`src/rtl/toggle_count_engine_pkg.sv`:
```
// Shared types and constants for the toggle-count engine.
// Imported by the engine top level and the testbench.
package toggle_count_pkg;

    typedef enum logic [1:0] {
        ST_IDLE  = 2'd0,
        ST_FILL  = 2'd1,
        ST_SHIFT = 2'd2,
        ST_DONE  = 2'd3
    } state_e;

    localparam logic MODE_PAR = 1'b0;
    localparam logic MODE_SER = 1'b1;

endpackage

```
`src/rtl/toggle_count_engine_if.sv`:
```
// Start/busy/done handshake and data bus between a controller and the toggle-count engine.
interface toggle_count_engine_if #(
    parameter int unsigned WIDTH       = 64,
    parameter int unsigned CW          = 8,
    parameter int unsigned SCALE_SHIFT = 1
) ();

    logic                      start;
    logic                      mode;
    logic [WIDTH-1:0]          par_in;
    logic                      d;
    logic                      busy;
    logic                      done;
    logic [CW+SCALE_SHIFT-1:0] count;
    logic                      ovf;

    modport master (
        output start, mode, par_in, d,
        input  busy, done, count, ovf
    );

    modport slave (
        input  start, mode, par_in, d,
        output busy, done, count, ovf
    );

endinterface

```
`src/rtl/toggle_count_engine_shift_reg.sv`:
```
// Shift register plus toggle flop: parallel load, serial toggle fill, or MSB-first shift-out.
module toggle_shift_reg #(
    parameter int unsigned WIDTH = 64
) (
    input  logic             clk_i,
    input  logic             rst_i,
    input  logic             load_i,
    input  logic [WIDTH-1:0] par_i,
    input  logic             clear_i,
    input  logic             shift_in_toggle_i,
    input  logic             d_i,
    input  logic             shift_out_i,
    output logic             msb_o
);

    logic [WIDTH-1:0] sr_q, sr_d;
    logic             t_q, t_d;

    // The updated toggle value (not the old one) is what enters the register.
    always_comb begin
        sr_d = sr_q;
        t_d  = t_q;
        if (clear_i) begin
            sr_d = '0;
            t_d  = 1'b0;
        end else if (load_i) begin
            sr_d = par_i;
        end else if (shift_in_toggle_i) begin
            t_d  = t_q ^ d_i;
            sr_d = {sr_q[WIDTH-2:0], t_q ^ d_i};
        end else if (shift_out_i) begin
            sr_d = {sr_q[WIDTH-2:0], 1'b0};
        end
    end

    always_ff @(posedge clk_i) begin
        if (rst_i) begin
            sr_q <= '0;
            t_q  <= 1'b0;
        end else begin
            sr_q <= sr_d;
            t_q  <= t_d;
        end
    end

    assign msb_o = sr_q[WIDTH-1];

endmodule

```
`src/rtl/toggle_count_engine.sv`:
```
// Ones-counting engine: load or toggle-fill a word, shift it out MSB-first, report scaled count.
// Build option TOGGLE_COUNT_SAT_EN: ones counter saturates instead of wrapping.
module toggle_count_engine
    import toggle_count_pkg::*;
#(
    parameter int unsigned WIDTH       = 64,
    parameter int unsigned CW          = 8,
    parameter int unsigned SCALE_SHIFT = 1
) (
    input  logic                 clock,
    input  logic                 reset,
    toggle_count_engine_if.slave bus
);

    localparam int unsigned IDX_W = $clog2(WIDTH + 1);
    localparam int unsigned OUT_W = CW + SCALE_SHIFT;
    localparam logic [IDX_W-1:0] IDX_LAST = IDX_W'(WIDTH - 1);
    localparam logic [CW-1:0]    ONES_MAX = '1;

    localparam logic [1:0] S_IDLE  = ST_IDLE;
    localparam logic [1:0] S_FILL  = ST_FILL;
    localparam logic [1:0] S_SHIFT = ST_SHIFT;
    localparam logic [1:0] S_DONE  = ST_DONE;

    logic [1:0]       state_q, state_d;
    logic [IDX_W-1:0] idx_q, idx_d;
    logic [CW-1:0]    ones_q, ones_d;
    logic             run_ovf_q, run_ovf_d;
    logic [OUT_W-1:0] count_q, count_d;
    logic             ovf_q, ovf_d;
    logic             busy_q, done_q;

    logic sr_load_c, sr_clear_c, sr_fill_c, sr_shift_c;
    logic sr_msb;

    toggle_shift_reg #(.WIDTH(WIDTH)) u_sr (
        .clk_i             (clock),
        .rst_i             (reset),
        .load_i            (sr_load_c),
        .par_i             (bus.par_in),
        .clear_i           (sr_clear_c),
        .shift_in_toggle_i (sr_fill_c),
        .d_i               (bus.d),
        .shift_out_i       (sr_shift_c),
        .msb_o             (sr_msb)
    );

    // Next-state, counter and result logic.
    always_comb begin
        state_d    = state_q;
        idx_d      = idx_q;
        ones_d     = ones_q;
        run_ovf_d  = run_ovf_q;
        count_d    = count_q;
        ovf_d      = ovf_q;
        sr_load_c  = 1'b0;
        sr_clear_c = 1'b0;
        sr_fill_c  = 1'b0;
        sr_shift_c = 1'b0;

        case (state_q)
            S_IDLE: begin
                if (bus.start) begin
                    ones_d    = '0;
                    idx_d     = '0;
                    run_ovf_d = 1'b0;
                    if (bus.mode == MODE_PAR) begin
                        sr_load_c = 1'b1;
                        state_d   = S_SHIFT;
                    end else begin
                        sr_clear_c = 1'b1;
                        state_d    = S_FILL;
                    end
                end
            end
            S_FILL: begin
                sr_fill_c = 1'b1;
                if (idx_q == IDX_LAST) begin
                    idx_d   = '0;
                    state_d = S_SHIFT;
                end else begin
                    idx_d = idx_q + IDX_W'(1);
                end
            end
            S_SHIFT: begin
                sr_shift_c = 1'b1;
                if (sr_msb) begin
                    if (ones_q == ONES_MAX) begin
                        run_ovf_d = 1'b1;
`ifdef TOGGLE_COUNT_SAT_EN
                        ones_d = ONES_MAX;
`else
                        ones_d = '0;
`endif
                    end else begin
                        ones_d = ones_q + CW'(1);
                    end
                end
                // Result captures the final bit's contribution on the same edge.
                if (idx_q == IDX_LAST) begin
                    idx_d   = '0;
                    state_d = S_DONE;
                    count_d = OUT_W'(ones_d) << SCALE_SHIFT;
                    ovf_d   = run_ovf_d;
                end else begin
                    idx_d = idx_q + IDX_W'(1);
                end
            end
            S_DONE: begin
                state_d = S_IDLE;
            end
            default: begin
                state_d = S_IDLE;
            end
        endcase
    end

    always_ff @(posedge clock) begin
        if (reset) begin
            state_q   <= S_IDLE;
            idx_q     <= '0;
            ones_q    <= '0;
            run_ovf_q <= 1'b0;
            count_q   <= '0;
            ovf_q     <= 1'b0;
            busy_q    <= 1'b0;
            done_q    <= 1'b0;
        end else begin
            state_q   <= state_d;
            idx_q     <= idx_d;
            ones_q    <= ones_d;
            run_ovf_q <= run_ovf_d;
            count_q   <= count_d;
            ovf_q     <= ovf_d;
            busy_q    <= (state_d != S_IDLE);
            done_q    <= (state_d == S_DONE);
        end
    end

    assign bus.busy  = busy_q;
    assign bus.done  = done_q;
    assign bus.count = count_q;
    assign bus.ovf   = ovf_q;

endmodule

```
`src/flat_wrapper.sv`:
```
// flat-port wrapper written by rule: the top's interface ports become plain ports
module toggle_count_engine_flat import toggle_count_pkg::*;
#(
    parameter int unsigned WIDTH       = 64,
    parameter int unsigned CW          = 8,
    parameter int unsigned SCALE_SHIFT = 1
)
  (clock, reset, bus_start, bus_mode, bus_par_in, bus_d, bus_busy, bus_done, bus_count, bus_ovf);
  toggle_count_engine_if #(.WIDTH(WIDTH), .CW(CW), .SCALE_SHIFT(SCALE_SHIFT)) bus_i ();
  input  logic clock;
  input  logic reset;
  input wire logic [$bits(bus_i.start)-1:0] bus_start;
  input wire logic [$bits(bus_i.mode)-1:0] bus_mode;
  input wire logic [$bits(bus_i.par_in)-1:0] bus_par_in;
  input wire logic [$bits(bus_i.d)-1:0] bus_d;
  output wire logic [$bits(bus_i.busy)-1:0] bus_busy;
  output wire logic [$bits(bus_i.done)-1:0] bus_done;
  output wire logic [$bits(bus_i.count)-1:0] bus_count;
  output wire logic [$bits(bus_i.ovf)-1:0] bus_ovf;
  assign bus_i.start = bus_start;
  assign bus_i.mode = bus_mode;
  assign bus_i.par_in = bus_par_in;
  assign bus_i.d = bus_d;
  assign bus_busy = bus_i.busy;
  assign bus_done = bus_i.done;
  assign bus_count = bus_i.count;
  assign bus_ovf = bus_i.ovf;
  toggle_count_engine #(.WIDTH(WIDTH), .CW(CW), .SCALE_SHIFT(SCALE_SHIFT)) u_core (.clock(clock), .reset(reset), .bus(bus_i));
endmodule
```
`config.mk`:
```
export PLATFORM = sky130hd
export DESIGN_NAME = toggle_count_engine_flat
export DESIGN_NICKNAME = d
export VERILOG_FILES = /design/src/rtl/toggle_count_engine_pkg.sv /design/src/rtl/toggle_count_engine_if.sv /design/src/rtl/toggle_count_engine_shift_reg.sv /design/src/rtl/toggle_count_engine.sv /design/src/flat_wrapper.sv
export SDC_FILE = /design/constraint.sdc
export NUM_CORES = 1
export LEC_CHECK = 0
export BUFFER_PORTS_ARGS = -buffer_cell sky130_fd_sc_hd__buf_2
export CAP_MARGIN = 30
export CELL_PAD_IN_SITES_DETAIL_PLACEMENT = 0
export CELL_PAD_IN_SITES_GLOBAL_PLACEMENT = 1
export CORE_ASPECT_RATIO = 0.9
export CORE_MARGIN = 2
export CORE_UTILIZATION = 45
export DETAILED_ROUTE_END_ITERATION = 16
export HOLD_SLACK_MARGIN = 0.02
export MAX_ROUTING_LAYER = met4
export PLACE_DENSITY_LB_ADDON = 0.1
export SYNTH_ARGS = -nofsm -noshare
export SYNTH_HDL_FRONTEND = slang
export SYNTH_SLANG_ARGS = --single-unit
```
`constraint.sdc`:
```
create_clock -name clock -period 3 [get_ports clock]
set_input_delay 0.6 -clock clock [delete_from_list [all_inputs] [get_ports clock]]
set_output_delay 0.6 -clock clock [all_outputs]
set_load 0.02 [all_outputs]
```
==> flow_summary.yaml <==
detailed_routing:
  initialDrtViolationCount: 154
  drc_errors: 0
  wl_mm: 8.71
  via_per_inst: 5.33
  antenna_left: 0
  firstDrtPassIters: 4
  wl_per_cell_um: 13.2
  vias: 3506
floorplan:
  start_util: 0.458
  dieWidth_um: 108
  die-area_um2: 10500
  pin_count: 81
  die_h_um: 97.4
  core_area_um2: 9530
  row_count: 34
placed_design:
  place_inst: 643
  io_buffer_count: 79
  dp_hpwl_mm: 5.82
  dp_slack_ns: 1.03
  placed_area_um2: 4840
  gp_congestion: 0.798
synthesis:
  syn_avg_cell_area_um2: 9.28
  synth_compound_area_frac: 0.179
  synth_top_family_by_area: "compound AO/OA/AOI/OAI gates"
  synth_xor_area_frac: 0.0201
  synth_seq_area_share: 0.431
  yosys.area.top_type: "dfxtp_1"
  synth_seq_cells: 94
  synth_top_flop_cell: "dfxtp_1"
  async_reset_ff_frac: 0
  synth_fp_nets: 544
  synth_area_leaders: "dfxtp_1 (43%), mux2i_1 (15%), a211oi_1 (12%)"
  synth_mux_area_frac: 0.154
  ys_warn_count: 0
  synth_fa_ha_area_frac: 0.0143
  synth.distinct_cells: 49
  syn_area_um2: 4360
  synth_edf_count: 0
  synth_top_area_frac: 0.431
  yosys.area_share.simple: 0.149
  syn_inst: 470
clocking:
  cts_hold_buf: 0
  clock_sinks: 94
  post-cts-setup-buffer-count: 0
  post_cts_resized: 0
  clock_latency_ns: 0.36
  numCtsBuffers: 9
  path_clk_slew_ns: 0.10
  htreeDepth: 3
  ctsLongestPathBuffers: 2
  clock-root-buffer: "clkbuf_8"
  cts_tree: "done"
timing:
  period_share: 0.650
  fin_setup_tns_ns: 0
  rsz0062_at_grt: "false"
  slew_headroom: 0.595
  period_minus_slack_ns: 1.95
  fin_ws_ns: 1.05
  worstMarginPinSlew_ns: 0.591
  setup_viol: 0
  final_max_slew_viol_count: 0
  fin_skew_ns: 0.0133
  fmax_mhz: 513
  holdWs_ns: 0.461
  final-hold-violation-count: 0
final_layout:
  areaGrowthSynthToFinish_pct: 16.1
  finalInstanceArea_um2: 5060
  layout.nets: 602
  antenna_cells: 0
  final_core_util: 0.532
  drive_above_1_share: 0.211
  fin_cells: 658
job:
  cap_violations: 0
pwr:
  irDropWorstVdd_uv: 364
  p_total_mw: 3.65
  p_leak_nw: 1.99
  p_per_area_nw_per_um2: 722
setup_path:
  worst_ep_required_time_ns: 3.29
  crit_fanout: 18
  path_class: "reg -> reg"
  cp-start-kind: "flop"
  crit_arrival_ns: 2.24
  worstSetupEndpointType: "flop"
global_routing:
  overflow: 0
  grt_pass1_wl_mm: 15.1
  grt_use_total: 0.179
  antenna_found_initial: 0
  grt_max_degree: 66
  grt_pass1_vias: 3290
worst_hold_path:
  hp-class: "reg -> reg"
status:
  status: "completed"
[flip-flops by register name, indices dropped and copies added (netlist names)]
register          cells
u_core.bus.busy       1
u_core.bus.count      8
u_core.bus.done       1
u_core.bus.ovf        1
u_core.idx_q          7
u_core.ones_q         8
u_core.run_ovf_q      1
u_core.state_q        2
u_core.u_sr.sr_q     64
u_core.u_sr.t_q       1
[layout make-up]
cell class,count,area (um^2)
repair buffers,86,510
multi-input cells,331,2270
fillers,947,4460
clock buffers,10,138
inverters,6,22.5
clock inverters,5,82.6
flip-flops and latches,94,1880
well taps,126,158
[per-layer routing]
layer,vias to the layer above,share of wire,GRT usage
met1,1620,0.51,0.254
met2,60,0.44,0.260
met3,13,0.035,0.0389
li1,1813,-,-
met5,-,0,-
met4,0,0.013,0.0473
[synth_stat cells, drive strengths merged, types with 5 or more instances]
| cell type | n |
|---|---|
| buf | 33 |
| clkbuf | 5 |
| o211ai | 5 |
| inv | 6 |
| ha | 5 |
| nand2 | 16 |
| o21ai | 6 |
| a21oi | 10 |
| xor2 | 6 |
| mux2i | 66 |
| dfxtp | 94 |
| nor2 | 86 |
| a211oi | 69 |
| nand3 | 8 |
[cell usage in the layout, fill, tap and decap left out, types with 3 or more instances in the layout]
cell type  instances
or3_1              3
a211oi_1          69
xnor2_1            4
xor2_1             6
inv_1              6
nor3_1             3
buf_2             79
dfxtp_1           94
clkbuf_8          10
a21oi_1           10
nor2_1            86
nand3_1            8
nand2b_1           3
a31oi_1            3
buf_12             5
a21o_1             3
and2_1             3
mux2i_1           66
a311oi_1           4
nand2_1           15
o211ai_1           5
ha_1               4
o21ai_0            6
[critical path, stage by stage, from the launching register on]
cell,delay (ns)
dfxtp_1,0.33
inv_1,0.16
ha_1,0.28
inv_1,0.18
nor3_4,0.57
o211ai_1,0.17
a21oi_1,0.19
[cell families after synthesis]
group / Yosys count
and+or+nand+nor: 140
AOI/OAI and AO/OA: 108
DFF: 94
muxes: 67
buffers and inverters: 45
xor gates and xnor gates: 10
adders and majority gates: 5
other: 1
[power breakdown]
group          total, mW  internal (mW)  switching (mW)
sequential          1.52           1.42          0.0952
clock              0.932          0.491           0.441
combinational       1.21          0.560           0.645
[final timing paths]
check             depth (start not counted)                          from  slack, ns                                to
hold reg to reg                           2  u_core.idx_q[6]$_SDFFE_PP0P_       0.46      u_core.idx_q[6]$_SDFFE_PP0P_
setup / recovery                          6  u_core.state_q[0]$_SDFF_PP0_       1.05  u_core.bus.count[4]$_SDFFE_PP0P_
hold / removal                            2  u_core.idx_q[6]$_SDFFE_PP0P_       0.46      u_core.idx_q[6]$_SDFFE_PP0P_
setup reg to reg                          6  u_core.state_q[0]$_SDFF_PP0_       1.05  u_core.bus.count[4]$_SDFFE_PP0P_
No activity file was read; power rests on OpenSTA's default activity.
